## src/rtl/i2c_pkg.sv

```systemverilog
// Shared types and constants for the i2c_core transaction sequencer:
// FSM states, status codes, TX word layout and core status/irq bit indices.
package i2c_pkg;

  typedef enum logic [2:0] {
    S_IDLE,
    S_ADDR,
    S_WDATA,
    S_RLEN,
    S_RDATA,
    S_WAIT,
    S_DONE,
    S_ABORT
  } state_t;

  localparam logic [1:0] I2C_ERR_OK   = 2'd0;
  localparam logic [1:0] I2C_ERR_NACK = 2'd1;
  localparam logic [1:0] I2C_ERR_AL   = 2'd2;
  localparam logic [1:0] I2C_ERR_TMO  = 2'd3;

  localparam int TXW_START = 8;
  localparam int TXW_STOP  = 9;

  localparam int SR_TX_EMPTY = 7;
  localparam int SR_RX_EMPTY = 6;
  localparam int SR_TX_FULL  = 4;
  localparam int SR_BUS_BUSY = 2;

  localparam int IRQ_AL   = 0;
  localparam int IRQ_NACK = 1;

  function automatic logic [9:0] tx_word(input logic stop, input logic start, input logic [7:0] b);
    logic [9:0] w;
    w            = '0;
    w[7:0]       = b;
    w[TXW_START] = start;
    w[TXW_STOP]  = stop;
    return w;
  endfunction

  // Arbitration loss outranks NACK; anything else reaching here is the watchdog.
  function automatic logic [1:0] err_code(input logic [7:0] irq);
    if (irq[IRQ_AL])        return I2C_ERR_AL;
    else if (irq[IRQ_NACK]) return I2C_ERR_NACK;
    else                    return I2C_ERR_TMO;
  endfunction

endpackage

```

## src/rtl/i2c_xfer_seq_if.sv

```systemverilog
// Request/data/status bundle between the system requester, the sequencer and i2c_core's
// FIFO/status ports. slave = sequencer view, master = requester/core-model view.
interface i2c_xfer_seq_if #(parameter int LEN_W = 4) ();

  logic             req_valid;
  logic             req_ready;
  logic [6:0]       req_addr;
  logic             req_rd;
  logic [LEN_W-1:0] req_len;
  logic             wdata_valid;
  logic [7:0]       wdata;
  logic             wdata_ready;
  logic             rdata_valid;
  logic [7:0]       rdata;
  logic             rdata_ready;
  logic             rsp_valid;
  logic [1:0]       rsp_err;
  logic             tx_fifo_wr;
  logic [9:0]       tx_fifo_din;
  logic             txfifo_rst;
  logic             rx_fifo_rd;
  logic [7:0]       rx_fifo_dout;
  logic [7:0]       sr;
  logic [7:0]       irq_req;

  modport slave (
    input  req_valid, req_addr, req_rd, req_len, wdata_valid, wdata, rdata_ready,
           rx_fifo_dout, sr, irq_req,
    output req_ready, wdata_ready, rdata_valid, rdata, rsp_valid, rsp_err,
           tx_fifo_wr, tx_fifo_din, txfifo_rst, rx_fifo_rd
  );

  modport master (
    output req_valid, req_addr, req_rd, req_len, wdata_valid, wdata, rdata_ready,
           rx_fifo_dout, sr, irq_req,
    input  req_ready, wdata_ready, rdata_valid, rdata, rsp_valid, rsp_err,
           tx_fifo_wr, tx_fifo_din, txfifo_rst, rx_fifo_rd
  );

endinterface

```

## src/rtl/i2c_xfer_seq.sv

```systemverilog
// Transaction sequencer driving i2c_core in TX-FIFO-driven mode, one request at a time.
// Optional watchdog: define I2C_XFER_SEQ_TIMEOUT_EN.
module i2c_xfer_seq
  import i2c_pkg::*;
#(
  parameter int LEN_W      = 4,
  parameter int FIFO_DEPTH = 16,
  parameter int TMO_W      = 20
) (
  input logic           clk,
  input logic           rstn,
  i2c_xfer_seq_if.slave bus
);

  localparam int CNT_W = LEN_W + 1;
  localparam int DRN_W = $clog2(FIFO_DEPTH) + 1;

  state_t           state_q, state_d;
  logic [CNT_W-1:0] cnt_q, cnt_d;
  logic [DRN_W-1:0] drn_q, drn_d;
  logic [1:0]       err_q, err_d;
  logic             txfifo_rst_q;

  logic [6:0]       addr_q;
  logic             rd_q;
  logic [LEN_W-1:0] len_q;

  logic             tx_full, rx_empty, active, bus_err, last_byte, tmo_hit;

  assign tx_full   = bus.sr[SR_TX_FULL];
  assign rx_empty  = bus.sr[SR_RX_EMPTY];
  assign last_byte = (cnt_q + CNT_W'(1)) == CNT_W'(len_q);
  assign active    = (state_q == S_ADDR) || (state_q == S_WDATA) || (state_q == S_RLEN) ||
                     (state_q == S_RDATA) || (state_q == S_WAIT);
  assign bus_err   = active && (bus.irq_req[IRQ_AL] || bus.irq_req[IRQ_NACK] || tmo_hit);

`ifdef I2C_XFER_SEQ_TIMEOUT_EN
  logic [TMO_W-1:0] tmo_q;

  // Any FIFO traffic or the response itself proves progress and restarts the watchdog.
  always_ff @(posedge clk or negedge rstn) begin
    if (!rstn) begin
      tmo_q <= '0;
    end else if (state_q == S_IDLE || state_q == S_DONE || bus.tx_fifo_wr || bus.rx_fifo_rd) begin
      tmo_q <= '0;
    end else if (!tmo_hit) begin
      tmo_q <= tmo_q + TMO_W'(1);
    end
  end

  assign tmo_hit = &tmo_q;
`else
  // Watchdog compiled out: constant-false for every legal TMO_W.
  assign tmo_hit = (TMO_W == 0);
`endif

  always_ff @(posedge clk or negedge rstn) begin
    if (!rstn) begin
      state_q      <= S_IDLE;
      cnt_q        <= '0;
      drn_q        <= '0;
      err_q        <= I2C_ERR_OK;
      txfifo_rst_q <= 1'b0;
    end else begin
      state_q      <= state_d;
      cnt_q        <= cnt_d;
      drn_q        <= drn_d;
      err_q        <= err_d;
      txfifo_rst_q <= bus_err;
    end
  end

  always_ff @(posedge clk) begin
    if (state_q == S_IDLE && bus.req_valid) begin
      addr_q <= bus.req_addr;
      rd_q   <= bus.req_rd;
      len_q  <= bus.req_len;
    end
  end

  assign bus.txfifo_rst = txfifo_rst_q;
  assign bus.rdata      = bus.rx_fifo_dout;

  always_comb begin
    state_d         = state_q;
    cnt_d           = cnt_q;
    drn_d           = drn_q;
    err_d           = err_q;
    bus.req_ready   = 1'b0;
    bus.wdata_ready = 1'b0;
    bus.rdata_valid = 1'b0;
    bus.rx_fifo_rd  = 1'b0;
    bus.rsp_valid   = 1'b0;
    bus.rsp_err     = I2C_ERR_OK;
    bus.tx_fifo_wr  = 1'b0;
    bus.tx_fifo_din = '0;

    // An error outranks any push/pop the active state would do this cycle.
    if (bus_err) begin
      state_d = S_ABORT;
      drn_d   = '0;
      err_d   = err_code(bus.irq_req);
    end else begin
      case (state_q)
        S_IDLE: begin
          bus.req_ready = 1'b1;
          if (bus.req_valid) begin
            cnt_d = '0;
            if (bus.req_rd && bus.req_len == '0) begin
              err_d   = I2C_ERR_TMO;
              state_d = S_DONE;
            end else begin
              err_d   = I2C_ERR_OK;
              state_d = S_ADDR;
            end
          end
        end
        S_ADDR: begin
          if (!tx_full) begin
            bus.tx_fifo_wr  = 1'b1;
            bus.tx_fifo_din = tx_word(!rd_q && len_q == '0, 1'b1, {addr_q, rd_q});
            if (rd_q)              state_d = S_RLEN;
            else if (len_q == '0)  state_d = S_WAIT;
            else                   state_d = S_WDATA;
          end
        end
        S_WDATA: begin
          if (!tx_full && bus.wdata_valid) begin
            bus.wdata_ready = 1'b1;
            bus.tx_fifo_wr  = 1'b1;
            bus.tx_fifo_din = tx_word(last_byte, 1'b0, bus.wdata);
            cnt_d           = cnt_q + CNT_W'(1);
            if (last_byte) state_d = S_WAIT;
          end
        end
        S_RLEN: begin
          if (!tx_full) begin
            bus.tx_fifo_wr  = 1'b1;
            bus.tx_fifo_din = tx_word(1'b1, 1'b0, 8'(len_q));
            cnt_d           = '0;
            state_d         = S_RDATA;
          end
        end
        S_RDATA: begin
          bus.rdata_valid = !rx_empty;
          if (!rx_empty && bus.rdata_ready) begin
            bus.rx_fifo_rd = 1'b1;
            cnt_d          = cnt_q + CNT_W'(1);
            if (last_byte) state_d = S_WAIT;
          end
        end
        S_WAIT: begin
          if (bus.sr[SR_TX_EMPTY] && !bus.sr[SR_BUS_BUSY]) state_d = S_DONE;
        end
        S_DONE: begin
          bus.rsp_valid = 1'b1;
          bus.rsp_err   = err_q;
          state_d       = S_IDLE;
        end
        S_ABORT: begin
          // Drain is bounded by the FIFO depth so a stuck rx_empty cannot hang us.
          if (rx_empty || drn_q == DRN_W'(FIFO_DEPTH)) begin
            state_d = S_DONE;
          end else begin
            bus.rx_fifo_rd = 1'b1;
            drn_d          = drn_q + DRN_W'(1);
          end
        end
        default: state_d = S_IDLE;
      endcase
    end
  end

endmodule

```

## src/flat_wrapper.sv

```systemverilog
// flat-port wrapper written by rule: the top's interface ports become plain ports
module i2c_xfer_seq_flat import i2c_pkg::*;
#(
  parameter int LEN_W      = 4,
  parameter int FIFO_DEPTH = 16,
  parameter int TMO_W      = 20
)
  (clk, rstn, bus_req_valid, bus_req_addr, bus_req_rd, bus_req_len, bus_wdata_valid, bus_wdata, bus_rdata_ready, bus_rx_fifo_dout, bus_sr, bus_irq_req, bus_req_ready, bus_wdata_ready, bus_rdata_valid, bus_rdata, bus_rsp_valid, bus_rsp_err, bus_tx_fifo_wr, bus_tx_fifo_din, bus_txfifo_rst, bus_rx_fifo_rd);
  i2c_xfer_seq_if #(.LEN_W(LEN_W)) bus_i ();
  input logic clk;
  input logic rstn;
  input wire logic [$bits(bus_i.req_valid)-1:0] bus_req_valid;
  input wire logic [$bits(bus_i.req_addr)-1:0] bus_req_addr;
  input wire logic [$bits(bus_i.req_rd)-1:0] bus_req_rd;
  input wire logic [$bits(bus_i.req_len)-1:0] bus_req_len;
  input wire logic [$bits(bus_i.wdata_valid)-1:0] bus_wdata_valid;
  input wire logic [$bits(bus_i.wdata)-1:0] bus_wdata;
  input wire logic [$bits(bus_i.rdata_ready)-1:0] bus_rdata_ready;
  input wire logic [$bits(bus_i.rx_fifo_dout)-1:0] bus_rx_fifo_dout;
  input wire logic [$bits(bus_i.sr)-1:0] bus_sr;
  input wire logic [$bits(bus_i.irq_req)-1:0] bus_irq_req;
  output wire logic [$bits(bus_i.req_ready)-1:0] bus_req_ready;
  output wire logic [$bits(bus_i.wdata_ready)-1:0] bus_wdata_ready;
  output wire logic [$bits(bus_i.rdata_valid)-1:0] bus_rdata_valid;
  output wire logic [$bits(bus_i.rdata)-1:0] bus_rdata;
  output wire logic [$bits(bus_i.rsp_valid)-1:0] bus_rsp_valid;
  output wire logic [$bits(bus_i.rsp_err)-1:0] bus_rsp_err;
  output wire logic [$bits(bus_i.tx_fifo_wr)-1:0] bus_tx_fifo_wr;
  output wire logic [$bits(bus_i.tx_fifo_din)-1:0] bus_tx_fifo_din;
  output wire logic [$bits(bus_i.txfifo_rst)-1:0] bus_txfifo_rst;
  output wire logic [$bits(bus_i.rx_fifo_rd)-1:0] bus_rx_fifo_rd;
  assign bus_i.req_valid = bus_req_valid;
  assign bus_i.req_addr = bus_req_addr;
  assign bus_i.req_rd = bus_req_rd;
  assign bus_i.req_len = bus_req_len;
  assign bus_i.wdata_valid = bus_wdata_valid;
  assign bus_i.wdata = bus_wdata;
  assign bus_i.rdata_ready = bus_rdata_ready;
  assign bus_i.rx_fifo_dout = bus_rx_fifo_dout;
  assign bus_i.sr = bus_sr;
  assign bus_i.irq_req = bus_irq_req;
  assign bus_req_ready = bus_i.req_ready;
  assign bus_wdata_ready = bus_i.wdata_ready;
  assign bus_rdata_valid = bus_i.rdata_valid;
  assign bus_rdata = bus_i.rdata;
  assign bus_rsp_valid = bus_i.rsp_valid;
  assign bus_rsp_err = bus_i.rsp_err;
  assign bus_tx_fifo_wr = bus_i.tx_fifo_wr;
  assign bus_tx_fifo_din = bus_i.tx_fifo_din;
  assign bus_txfifo_rst = bus_i.txfifo_rst;
  assign bus_rx_fifo_rd = bus_i.rx_fifo_rd;
  i2c_xfer_seq #(.LEN_W(LEN_W), .FIFO_DEPTH(FIFO_DEPTH), .TMO_W(TMO_W)) u_core (.clk(clk), .rstn(rstn), .bus(bus_i));
endmodule
```

## config.mk

```make
export PLATFORM = sky130hd
export DESIGN_NAME = i2c_xfer_seq_flat
export DESIGN_NICKNAME = d
export VERILOG_FILES = /design/src/rtl/i2c_pkg.sv /design/src/rtl/i2c_xfer_seq_if.sv /design/src/rtl/i2c_xfer_seq.sv /design/src/flat_wrapper.sv
export SDC_FILE = /design/constraint.sdc
export NUM_CORES = 1
export LEC_CHECK = 0
export ABC_AREA = 1
export CORE_ASPECT_RATIO = 0.7
export CORE_UTILIZATION = 39
export CTS_CLUSTER_DIAMETER = 30
export CTS_CLUSTER_SIZE = 8
export DETAILED_ROUTE_END_ITERATION = 6
export PLACE_DENSITY = 0.87
export SYNTH_ARGS = -nofsm -noshare
export SYNTH_HDL_FRONTEND = slang
export SYNTH_SLANG_ARGS = --single-unit
```

## constraint.sdc

```tcl
create_clock -name clk -period 1.47 [get_ports clk]
set_clock_uncertainty 0.1 [all_clocks]
set_input_delay 0.2205 -clock clk [delete_from_list [all_inputs] [get_ports clk]]
set_output_delay 0.2205 -clock clk [all_outputs]
set_load 0.05 [all_outputs]
```

==> flow_summary_export.csv, run 1 <==
group,metric,value,unit
layout,nNetsFinal,401,
floorplanning,dieHeight,59.6,µm
global_route,track_usage,30.8,%
timing,setup_slack,-816,ps
setup_path,path_max_fanout,4,
routing,via_per_inst,5.92,
power,swShare,47.0,%
power,p_seq_share,18.8,%
yosys,async_reset_ff_share,57.1,%
placed_design,place_congestion,0.956,
clock_tree,ctsHtreeMaxLevel,1,
routing,dr.pass1.iters,7,
routing,wl_met1,3240,µm
power,power.density,1690,nW/µm²
placed_design,dp_hpwl,4010,µm
floorplanning,dieArea,5020,µm²
timing,rsz0062_at_grt,"yes",
routing,drc,4,
outcome,outcome,"finished, violations left",
power,pwr-share-comb,71.1,%
yosys,synth_area,1850,µm²
yosys,synth_nets,292,
power,power_switching,2.92,mW
setup_path,critPathRequiredTime,1150,ps
floorplanning,initial_core_util,41.7,%
yosys,ys_seq_elements,28,
clock_tree,root_buffer,"clkbuf_8",
global_route,grt_pass1_wl,11600,µm
yosys,yosysUniqueCellTypes,34,
placed_design,portBuffers,49,
floorplanning,rows,20,
floorplanning,pin_count,76,
routing,drtAntennaViolNets,0,
placed_design,dp_slack,-566,ps
power,clkPwrFrac,10.1,%
hold_path,hp-class,"input pin to asynchronous set/reset pin",
timing,period_needed,2290,ps
yosys,syn-instance-count,240,
yosys,synth_edf_count,12,
yosys,synth_ff_type,"dfrtp_1",
global_route,antenna_found_initial,0,
timing,setup_viol,46,
power,power,6.20,mW
yosys,seq_area_frac_synth,41.2,%
clock_tree,clock_latency,280,ps
clock_tree,cts_buffer_depth,2,
layout,antenna-diode-count,0,
floorplanning,coreArea,4430,µm²
clock_tree,cts_sinks,28,
clock_tree,path_clk_slew,100,ps
yosys,synth.avg_cell_area,7.69,µm²
timing,slew_violations,0,
timing,period_share,155,%
setup_path,worstSetupEndpointType,"output pin",
routing,vias,2387,
routing,routed_wl,8390,µm
layout,area_delta_synth_final,98.8,%
global_route,grt_max_degree,17,
layout,final_util,82.9,%
yosys,yosysWarnings,0,
layout,final_common_cell,"buf_4",
timing,finalHoldViolations,0,
timing,maxSlewHeadroom,67.9,%
layout,final_layout_size_suffix_gt1_share,56.0,%
timing,timing.fmax,438,MHz
routing,drtIter0Drc,296,
floorplanning,die_w,84.2,µm
timing,whs,156,ps
timing,tightest_slew,477,ps
setup_path,crit_chain,"buf_4 > buf_4 > nand3_1 > nand2_1 > nand3_1 > nand2_1 > nand3_1 > nor2_2 > o21a_4 > buf_12",
placed_design,placed_area,2890,µm²
clock_tree,cts_inserted_buffers,3,
layout,fin_area,3670,µm²
layout,final_cell_mix,"buf_4 (43), nand2_1 (35), clkdlybuf4s50_1 (30)",
routing,dr_wl_met3,866,µm
clock_tree,cts_tree,"yes",
power,vdd_ir_drop_max,1260,µV
setup_path,critical_path_class,"register to output pin",
global_route,gr-total-overflow,0,
setup_path,cp-start-kind,"register",
power,internal_power,3.29,mW
clock_tree,hold_buffers,0,
global_route,grt_pass1_vias,2235,
power,leakage,1.63,nW
setup_path,max_stage_delay,430,ps
routing,highest_layer,"met4",
setup_path,slowest_stage,"dfrtp_1",
outcome,violations,"design-rule violations, negative setup slack",
job,cap_violations,0,
routing,wire_per_inst,20.8,µm
routing,met2_length,3950,µm
setup_path,cp_common_cell,"nand3_1",
setup_path,cp.arrival,1970,ps
-- critical path: cells and delay by family (launching register included) --
kind / cells / cell delay, ps
simple gates: 6 / 600
flops: 1 / 430
compound gates: 1 / 210
buf+inv: 3 / 430
-- metrics by stage --
| stage | TNS [ps] | cells |
|---|---|---|
| 2_1_floorplan | -9060 | 240 |
| 3_3_place_gp | -10540 | 378 |
| 3_5_place_dp | -12050 | 378 |
| 4_1_cts | -11930 | 395 |
| 5_1_grt | -20180 | 403 |
| 6_report | -18650 | 403 |
-- kinds of logic after synthesis --
family          share of synthesized area [%]
fa+ha+maj                                2.03
simple gates                             31.8
xor+xnor                                0.949
buf+inv                                  13.7
flops                                    41.2
compound gates                           10.4
-- metal layers --
layer / track usage [%] / vias to the layer above
li1: - / 985
met1: 39.1 / 1158
met2: 51.8 / 194
met3: 6.55 / 50
met4: 13.8 / 0
met5: 0 / -
-- synth_stat cells (3+ instances only) --
| library cell | n | area share, % |
|---|---|---|
| buf_2 | 3 | 0.81 |
| nand2_1 | 61 | 12 |
| edfxtp_1 | 12 | 20 |
| a22oi_1 | 7 | 2.8 |
| buf_4 | 8 | 3.3 |
| o21ai_0 | 7 | 1.9 |
| o21ai_1 | 4 | 1.1 |
| a21oi_1 | 5 | 1.4 |
| nand4_1 | 6 | 2.0 |
| ha_1 | 3 | 2.0 |
| clkinv_1 | 3 | 0.61 |
| dfrtp_1 | 16 | 22 |
| nand3_1 | 15 | 4.1 |
| nor2_1 | 25 | 5.1 |
| inv_1 | 33 | 6.7 |
| nor3_1 | 4 | 1.1 |
-- registers in the layout, indices dropped and copies added (netlist names) --
name / cells
u_core.addr_q: 7
u_core.cnt_q: 5
u_core.drn_q: 5
u_core.len_q: 4
u_core.state_q: 3
u_core.err_q: 2
u_core.bus.txfifo_rst: 1
u_core.rd_q: 1
-- power groups by stage --
stage | registers, mW | logic (mW) | clock network [mW]
after detailed placement | 1.08 | 2.92 | 0
final | 1.16 | 4.41 | 0.627
after global routing | 1.17 | 4.56 | 0.664
after CTS | 1.09 | 3.59 | 0.616
after global placement | 1.08 | 2.85 | 0
after floorplan | 1.09 | 1.74 | 0
-- final timing paths --
| kind | startpoint | slack, ps | end | cells after the start |
|---|---|---|---|---|
| max in group asynchronous | rstn | 910 | u_core.state_q[0]$_DFFE_PN0P_ | 2 |
| max reg2reg | u_core.state_q[1]$_DFFE_PN0P_ | -490 | u_core.cnt_q[1]$_DFFE_PN0P_ | 12 |
| min | rstn | 160 | u_core.drn_q[0]$_DFFE_PN0P_ | 2 |
| min reg2reg | u_core.drn_q[4]$_DFFE_PN0P_ | 450 | u_core.drn_q[4]$_DFFE_PN0P_ | 1 |
| max | u_core.cnt_q[1]$_DFFE_PN0P_ | -820 | bus_tx_fifo_din[9] | 10 |
| min in group clk | bus_rx_fifo_dout[1] | 340 | bus_rdata[1] | 0 |
-- cell type report --
| cell class | count | area, µm² |
|---|---|---|
| multi-input combinational | 159 | 1330 |
| timing repair buffer | 115 | 1230 |
| sequential | 28 | 763 |
| fill | 192 | 758 |
| inverter | 40 | 198 |
| tap | 55 | 68.8 |
| clock buffer | 3 | 41.3 |
| clock inverter | 1 | 30.0 |
| timing repair inverter | 2 | 12.5 |
-- repair_timing --
action | 4_1_cts | 5_1_grt
setup buffers | 15 | 15
gates cloned | 2 | 0
setup endpoints to repair | 45 | 45
pin swaps | 24 | 26
resized for setup | 88 | 61
(Power assumes the default switching activity.)
==> run 2: changes to the inputs <==
--- a/config.mk
+++ b/config.mk
@@ -12,6 +12,7 @@
 export CTS_CLUSTER_SIZE = 8
 export DETAILED_ROUTE_END_ITERATION = 6
 export PLACE_DENSITY = 0.87
+export SKIP_LAST_GASP = 1
 export SYNTH_ARGS = -nofsm -noshare
 export SYNTH_HDL_FRONTEND = slang
 export SYNTH_SLANG_ARGS = --single-unit
==> run 2 against run 1 <==
The run still ends with design-rule violations, negative setup slack left. Wire length rose by 13%. Fmax fell by 1.5%. Critical path depth fell by 2. First-iteration DRC count rose by 16%. Combinational power rose by 4.5%. Clock power rose by 3.3%. Register-to-register slack got worse by 160 ps. Sequential power barely moved. Die area did not move. Utilization fell by 0.79 points.
==> flow_summary_export.csv, run 2 (synthesis gave the netlist of run 1 again) <==
group,metric,value,unit
setup_path,max_stage_delay,440,ps
global_route,grt_max_degree,17,
global_route,gr-total-overflow,0,
floorplanning,dieHeight,59.6,µm
power,p_seq_share,17.9,%
global_route,track_usage,31.5,%
setup_path,cp-startpoint,"u_core.cnt_q[1]$_DFFE_PN0P_",
floorplanning,dieArea,5020,µm²
setup_path,path_max_fanout,2,
layout,nNetsFinal,403,
global_route,antenna_found_initial,0,
routing,drc,4,
routing,wire_per_inst,23.5,µm
power,swShare,48.4,%
floorplanning,rows,20,
layout,area_delta_synth_final,96.9,%
placed_design,place_congestion,0.956,
timing,maxSlewHeadroom,71.5,%
power,vdd_ir_drop_max,1280,µV
timing,slew_violations,0,
layout,top_register,"u_core.addr_q",
routing,via_per_inst,6.12,
power,pwr-share-comb,71.9,%
setup_path,worstSetupEndpointType,"output pin",
setup_path,r2r_start,"u_core.cnt_q[1]$_DFFE_PN0P_",
layout,fin_area,3640,µm²
timing,period_needed,2320,ps
power,power_switching,3.10,mW
timing,timing.fmax,431,MHz
power,leakage,1.61,nW
layout,multiInputGateArea,1280,µm²
layout,final_cell_mix,"buf_4 (45), nand2_1 (35), clkdlybuf4s50_1 (30)",
placed_design,dp_hpwl,4010,µm
power,power,6.40,mW
placed_design,portBuffers,49,
floorplanning,initial_core_util,41.7,%
timing,tightest_slew,426,ps
clock_tree,root_buffer,"clkbuf_8",
clock_tree,cts_tree,"yes",
routing,drtAntennaViolNets,0,
floorplanning,pin_count,76,
layout,final_common_cell,"buf_4",
clock_tree,cts_inserted_buffers,3,
layout,top_regs,"u_core.addr_q: 7 flops, u_core.cnt_q: 5 flops, u_core.drn_q: 5 flops",
setup_path,r2r_end,"u_core.state_q[2]$_DFFE_PN0P_",
hold_path,hp-class,"input pin to asynchronous set/reset pin",
routing,dr.pass1.iters,7,
routing,drtIter0Drc,343,
setup_path,cp-start-kind,"register",
clock_tree,path_clk_slew,110,ps
setup_path,critical_path_class,"register to output pin",
setup_path,critPathRequiredTime,1150,ps
setup_path,crit_chain,"ha_4 > xnor2_2 > nand2_1 > nor2_2 > nand3_2 > nor2_4 > o21a_4 > buf_12",
clock_tree,cts_buffer_depth,2,
timing,setup_slack,-850,ps
timing,period_share,158,%
power,clkPwrFrac,10.1,%
floorplanning,die_w,84.2,µm
job,cap_violations,0,
power,internal_power,3.31,mW
clock_tree,cts_sinks,28,
layout,largest_reg_flops,7,
timing,setup_viol,45,
power,power.density,1760,nW/µm²
setup_path,reg2reg_depth,10,
routing,vias,2479,
routing,routed_wl,9520,µm
global_route,grt_pass1_wl,11600,µm
clock_tree,ctsHtreeMaxLevel,1,
layout,antenna-diode-count,0,
layout,final_layout_size_suffix_gt1_share,54.9,%
timing,rsz0062_at_grt,"yes",
outcome,outcome,"finished, violations left",
timing,finalHoldViolations,0,
global_route,grt_pass1_vias,2239,
layout,register_area,763,µm²
setup_path,endpoint,"bus_tx_fifo_din[9]",
placed_design,placed_area,2890,µm²
setup_path,slowest_stage,"dfrtp_1",
setup_path,reg2reg_slack,-650,ps
layout,fillers,204,
setup_path,cp.arrival,2000,ps
floorplanning,coreArea,4430,µm²
outcome,violations,"design-rule violations, negative setup slack",
clock_tree,clock_latency,300,ps
[run 2: cell types whose count changed in the layout (fill, tap and decap cells not counted), moves of 2 or more]
| cell | before | now |
|---|---|---|
| buf_4 | 43 | 45 |
| inv_1 | 21 | 23 |
| inv_2 | 7 | 4 |
| nand3_1 | 9 | 11 |
| o21ai_1 | 6 | 4 |
[run 2: worst min-delay path by stage]
stage                                   start                              end  depth (start not counted)
after global placement    bus_rx_fifo_dout[7]                     bus_rdata[7]                          0
after floorplan                          rstn  u_core.bus.txfifo_rst$_DFF_PN0_                          0
after detailed placement  bus_rx_fifo_dout[7]                     bus_rdata[7]                          0
after CTS                                rstn    u_core.state_q[1]$_DFFE_PN0P_                          2
final                                    rstn    u_core.state_q[1]$_DFFE_PN0P_                          2
after global routing                     rstn      u_core.err_q[0]$_DFFE_PN0P_                          2
[run 2: repair_timing]
| item | 4_1_cts | 5_1_grt |
|---|---|---|
| pin swaps | 22 | 24 |
| cloned | 2 | 0 |
| endpoints found under the setup margin | 45 | 45 |
| hold buffers | 0 | 0 |
| gates resized for setup | 82 | 59 |
| setup buffers | 15 | 16 |
| hold endpoints to repair | 0 | 0 |
[run 2: per-stage QoR]
| step | util (%) | hold slack [ps] | instances | setup slack [ps] | setup TNS (ps) |
|---|---|---|---|---|---|
| 2_1_floorplan | - | -175 | 240 | -577 | -9060 |
| 3_3_place_gp | 65.3 | 341 | 378 | -527 | -10540 |
| 3_5_place_dp | 65.3 | 341 | 378 | -566 | -12050 |
| 4_1_cts | 76.0 | 169 | 395 | -621 | -12020 |
| 5_1_grt | 82.1 | 168 | 405 | -884 | -20130 |
| 6_report | 82.1 | 154 | 405 | -850 | -18350 |
[run 2: power by group through the flow]
stage | Combinational [mW] | Clock [mW] | Sequential (mW)
finish | 4.61 | 0.648 | 1.15
global route | 4.74 | 0.667 | 1.15
CTS | 3.56 | 0.616 | 1.09
floorplan | 1.74 | 0 | 1.09
global placement | 2.85 | 0 | 1.08
detailed placement | 2.92 | 0 | 1.08
[run 2: area by class of cell]
cell class              instances  share of cell area, %
repair inverters                2                  0.344
repair buffers                117                   34.1
multi-input cells             159                   35.2
clock inverters                 1                  0.826
inverters                      40                   5.51
well taps                      55                   1.89
clock buffers                   3                   1.14
flip-flops and latches         28                   21.0
[run 2: worst max-delay path, delay by kind of cell, from the launching register on]
kind,cells,cell delay (ps)
simple gates,4,520
flops,1,440
fa+ha+maj,1,270
xor+xnor,1,170
compound gates,1,170
buf+inv,1,140
[run 2: routing by layer]
| layer | share of wire, % | track usage, % |
|---|---|---|
| met5 | 0 | 0 |
| met4 | 6.3 | 20.0 |
| met3 | 11 | 8.36 |
| met1 | 37 | 36.3 |
| met2 | 46 | 53.7 |
